**src/rtl/mem_copy_engine.sv**
```systemverilog
`default_nettype none
// ============================================================================
//  Module   : mem_copy_engine
//  Purpose  : Byte-serial memory copy initiator (READ/WRITE per byte).
//             Define MEM_COPY_CHECKSUM_EN to add a running byte checksum output.
//  Revision : 1.0  initial release
// ============================================================================
module mem_copy_engine #(
  parameter int ADDR_W = 8,
  parameter int DATA_W = 8
) (
  input  logic              clk,
  input  logic              rst,
  input  logic              start,
  input  logic [ADDR_W-1:0] src_addr,
  input  logic [ADDR_W-1:0] dst_addr,
  input  logic [ADDR_W-1:0] len,
  input  logic [DATA_W-1:0] mem_rdata,
  output logic [ADDR_W-1:0] mem_addr,
  output logic              mem_write,
  output logic [DATA_W-1:0] mem_wdata,
  output logic              busy,
  output logic              done
`ifdef MEM_COPY_CHECKSUM_EN
  ,
  output logic [DATA_W-1:0] checksum
`endif
);

  localparam logic [1:0] S_IDLE  = 2'd0;
  localparam logic [1:0] S_READ  = 2'd1;
  localparam logic [1:0] S_WRITE = 2'd2;
  localparam logic [1:0] S_DONE  = 2'd3;

  logic [1:0]        state_q, state_d;
  logic [ADDR_W-1:0] src_q, src_d;
  logic [ADDR_W-1:0] dst_q, dst_d;
  logic [ADDR_W-1:0] count_q, count_d;
  logic [DATA_W-1:0] buf_q, buf_d;

  always_comb begin
    state_d = state_q;
    src_d   = src_q;
    dst_d   = dst_q;
    count_d = count_q;
    buf_d   = buf_q;
    case (state_q)
      S_IDLE: begin
        if (start) begin
          if (len != '0) begin
            src_d   = src_addr;
            dst_d   = dst_addr;
            count_d = len;
            state_d = S_READ;
          end else begin
            state_d = S_DONE;
          end
        end
      end
      S_READ: begin
        buf_d   = mem_rdata;
        src_d   = src_q + 1'b1;
        state_d = S_WRITE;
      end
      S_WRITE: begin
        dst_d   = dst_q + 1'b1;
        count_d = count_q - 1'b1;
        state_d = (count_q == {{(ADDR_W-1){1'b0}}, 1'b1}) ? S_DONE : S_READ;
      end
      default: state_d = S_IDLE;
    endcase
  end

  always_ff @(posedge clk) begin
    if (rst) begin
      state_q <= S_IDLE;
      src_q   <= '0;
      dst_q   <= '0;
      count_q <= '0;
      buf_q   <= '0;
    end else begin
      state_q <= state_d;
      src_q   <= src_d;
      dst_q   <= dst_d;
      count_q <= count_d;
      buf_q   <= buf_d;
    end
  end

  // Outputs decode registered state only; no input-to-output paths.
  always_comb begin
    mem_addr = '0;
    case (state_q)
      S_READ:  mem_addr = src_q;
      S_WRITE: mem_addr = dst_q;
      default: mem_addr = '0;
    endcase
  end

  assign mem_write = (state_q == S_WRITE);
  assign mem_wdata = buf_q;
  assign busy      = (state_q == S_READ) || (state_q == S_WRITE);
  assign done      = (state_q == S_DONE);

`ifdef MEM_COPY_CHECKSUM_EN
  logic [DATA_W-1:0] checksum_q;

  always_ff @(posedge clk) begin
    if (rst) begin
      checksum_q <= '0;
    end else if (state_q == S_IDLE && start) begin
      checksum_q <= '0;
    end else if (state_q == S_READ) begin
      checksum_q <= checksum_q + mem_rdata;
    end
  end

  assign checksum = checksum_q;
`endif

endmodule
`default_nettype wire

```
**config.mk**
```make
export PLATFORM = sky130hd
export DESIGN_NAME = mem_copy_engine
export DESIGN_NICKNAME = d
export VERILOG_FILES = /design/src/rtl/mem_copy_engine.sv
export SDC_FILE = /design/constraint.sdc
export NUM_CORES = 1
export LEC_CHECK = 0
export ABC_AREA = 1
export CAP_MARGIN = 20
export CORE_ASPECT_RATIO = 1.5
export CORE_MARGIN = 3
export CORE_UTILIZATION = 30
export DETAILED_ROUTE_END_ITERATION = 8
export PLACE_DENSITY = 0.6
export SKIP_LAST_GASP = 1
export SYNTH_ARGS = -nofsm -noshare
export SYNTH_HDL_FRONTEND = slang
export SYNTH_SLANG_ARGS = --single-unit
```
**constraint.sdc**
```tcl
create_clock -name clk -period 4.3 [get_ports clk]
set_clock_uncertainty 0.1 [all_clocks]
set_input_delay 0.86 -clock clk [delete_from_list [all_inputs] [get_ports clk]]
set_output_delay 0.86 -clock clk [all_outputs]
set_load 0.02 [all_outputs]
```
==> results.tsv <==
metric	value	unit
routedWlPerCell	12.85	microns
endpoint_kind	primary output	
maxCapViolCount	0	
crit_buf_inv	2	
grt_overflow	0	
drt-total-wl	5937	microns
place_hpwl	4386	microns
dr.pass1.iters	4	
final_max_slew_viol_count	0	
crit_family	buffers and inverters	
ios	54	
ys_ff_latch	34	
initial_utilization	31.08	%
p_per_area	461.0	nW/um^2
p_leak	1.165	nW
num_vias	2250	
yosysWarningCount	0	
grt_pass1_wl	9660	microns
antenna_found_initial	0	
core	6944	sq um
dieHeight	109.9	microns
swShare	39.80	%
cp_cell_sequence	inv_1 > ha_1 > nand2_1 > a21oi_1 > clkdlybuf4s50_1	
critPathArrivalTime	2.32	ns
mappedNetlistNets	379	
rows	37	
hp-class	reg -> reg	
diodes	0	
drc_errors	0	
ys_seq_area_share	31.54	%
syn-instance-count	336	
switchingPower	0.5179	mW
setup_viol	0	
final_core_util	40.65	%
final_nets	427	
power_frac_clock	23.5	%
clk_latency	0.29	ns
slew_headroom	50.44	%
tightest_slew	0.7426	ns
p_int	0.7833	mW
status	complete, no violations	
finalHoldViolCount	0	
cp_slowest_cell	clkdlybuf4s50_1	
cts.sinks	34	
clkTransAtPathRegs	0.07	ns
dr.first_iter.drc_count	122	
dieArea	8269	sq um
p_seq_share	34.7	%
clock.fmax	0.3045	GHz
power	1.301	mW
pre_cts_ws	1.309	ns
numPortBuffers	53	
crit_required	3.34	ns
period_needed	3.284	ns
crit_type	reg -> out	
synth_cell_types	31	
critPathMaxFanout	18	
drive_above_1_share	8.594	%
syn_area_per_cell	6.424	sq um
grt_max_degree	23	
viasPerCell	4.870	
place_congestion	0.7972	
timing.final.ws_setup	1.016	ns
cts_tree	built	
ctsRootBufferMaster	clkbuf_8	
syn_area	2158	sq um
grt_setup_unrepaired	no	
slowest_delay	0.63	ns
cts_setup_buffers	0	
irDropWorstVdd	0.0001671	V
die_x	75.26	microns
ctsHoldBuffers	0	
fin_area	2823	sq um
period_share	76.37	%
cts-resized-gates	0	
numCtsBuffers	5	
critPathLaunchType	register	
grt_pass1_vias	2137	
ant_nets	0	
tns	0	ns
postPlaceCellArea	2710	sq um
comb_power_share	41.8	%
cts-htree-levels	2	
track_usage	14.97	%
clock_tree.buffer_depth	2	
area_growth_syn_to_layout	30.78	%
[stage by stage]
stage	cells	hold WS (ns)
floorplan	336	0.3526
global placement	455	0.3733
detailed placement	455	0.3781
CTS	462	0.3901
global route	462	0.4061
finish	462	0.3876
[kinds of logic (layout without fill, tap and decap cells)]
group           after synthesis  count (layout)  synth area share (%)
simple gates                184             184                 35.59
buf+inv                      44              92                 9.564
compound gates               66              66                 18.67
fa+ha+maj                     8               8                 4.638
flops                        34              34                 31.54
[tightest hold or removal path: stages (launching register included)]
cell	delay, ns
dfxtp_1	0.33
nand2_2	0.07
a21oi_2	0.05
[power groups by stage]
stage               clock [mW]  combinational, mW  sequential [mW]
floorplan                    0              0.388            0.461
global placement             0              0.539            0.455
detailed placement           0              0.544            0.457
CTS                      0.313              0.547            0.450
global route             0.330              0.618            0.462
finish                   0.306              0.544            0.451
[state kept, by name, indices dropped and copies added (netlist names)]
signal     count
state_q        2
mem_wdata      8
src_q          8
count_q        8
dst_q          8
[routing by layer]
| layer | GRT usage (%) | wire length (microns) | vias to the layer above |
|---|---|---|---|
| met4 | 5.875 | 146 | 0 |
| met5 | 0 | 0 | - |
| met2 | 24.44 | 2790 | 47 |
| li1 | - | - | 1175 |
| met1 | 19.40 | 2794 | 1018 |
| met3 | 2.379 | 205 | 10 |
[worst paths after layout]
check | slack, ns | from | depth (start not counted) | endpoint
worst min-delay path | 0.39 | count_q[7] | 2 | count_q[7]
worst max register to register | 1.85 | state_q[0] | 7 | count_q[0]
worst max-delay path | 1.02 | state_q[1] | 5 | mem_addr[6]
worst min register to register | 0.39 | count_q[7] | 2 | count_q[7]
[cell usage in the layout, fill, tap and decap left out]
cell and n:
nand2_1 97, clkdlybuf4s50_1 53, nor2_1 52, dfxtp_1 34, inv_1 27, o21ai_0 23, a21oi_1 20, nand3_1 14
nand2_2 8, o211ai_1 8, ha_1 8, nor3_1 7, a21oi_2 7, clkbuf_8 6, o21ai_2 2, o22ai_1 2
nand4_1 2, o21a_1 2, buf_4 2, nor2_2 1, nor2_4 1, inv_2 1, nand3_4 1, inv_4 1
clkinv_1 1, o211ai_2 1, o2111ai_1 1, or2_2 1, bufinv_16 1
[cell usage after synthesis]
cell       number  area [sq um]
a21oi_2         7         61.31
clkbuf_1        4         15.01
o2111ai_1       1         8.760
inv_2           1         3.750
o21a_1          2         15.01
buf_1           1         3.750
buf_8           1         15.01
o211ai_2        1         12.51
nand2_2         8         50.05
buf_4           2         15.01
clkinv_1        1         3.750
o21ai_2         2         17.52
nand4_1         2         12.51
buf_6           2         22.52
ha_1            8         100.1
dfxtp_1        34         680.7
inv_4           1         6.260
nor2_1         52         195.2
nand3_1        14         70.07
o211ai_1        8         60.06
nor2_4          1         11.26
nand3_4         1         17.52
nor2_2          1         6.260
buf_2           4         20.02
o21ai_0        23         115.1
o22ai_1         2         12.51
inv_1          27         101.4
or2_2           1         6.260
nand2_1        97         364.1
nor3_1          7         35.03
a21oi_1        20         100.1
[final cells by class]
type / count / area [sq um]
clock buffer: 6 / 82.58
clock inverter: 1 / 30.03
fill: 742 / 4121
inverter: 30 / 115.1
multi-input combinational: 258 / 1271
sequential: 34 / 680.7
tap: 78 / 97.59
timing repair buffer: 55 / 545.5
Note: power is estimated with default switching activity, not from simulation.
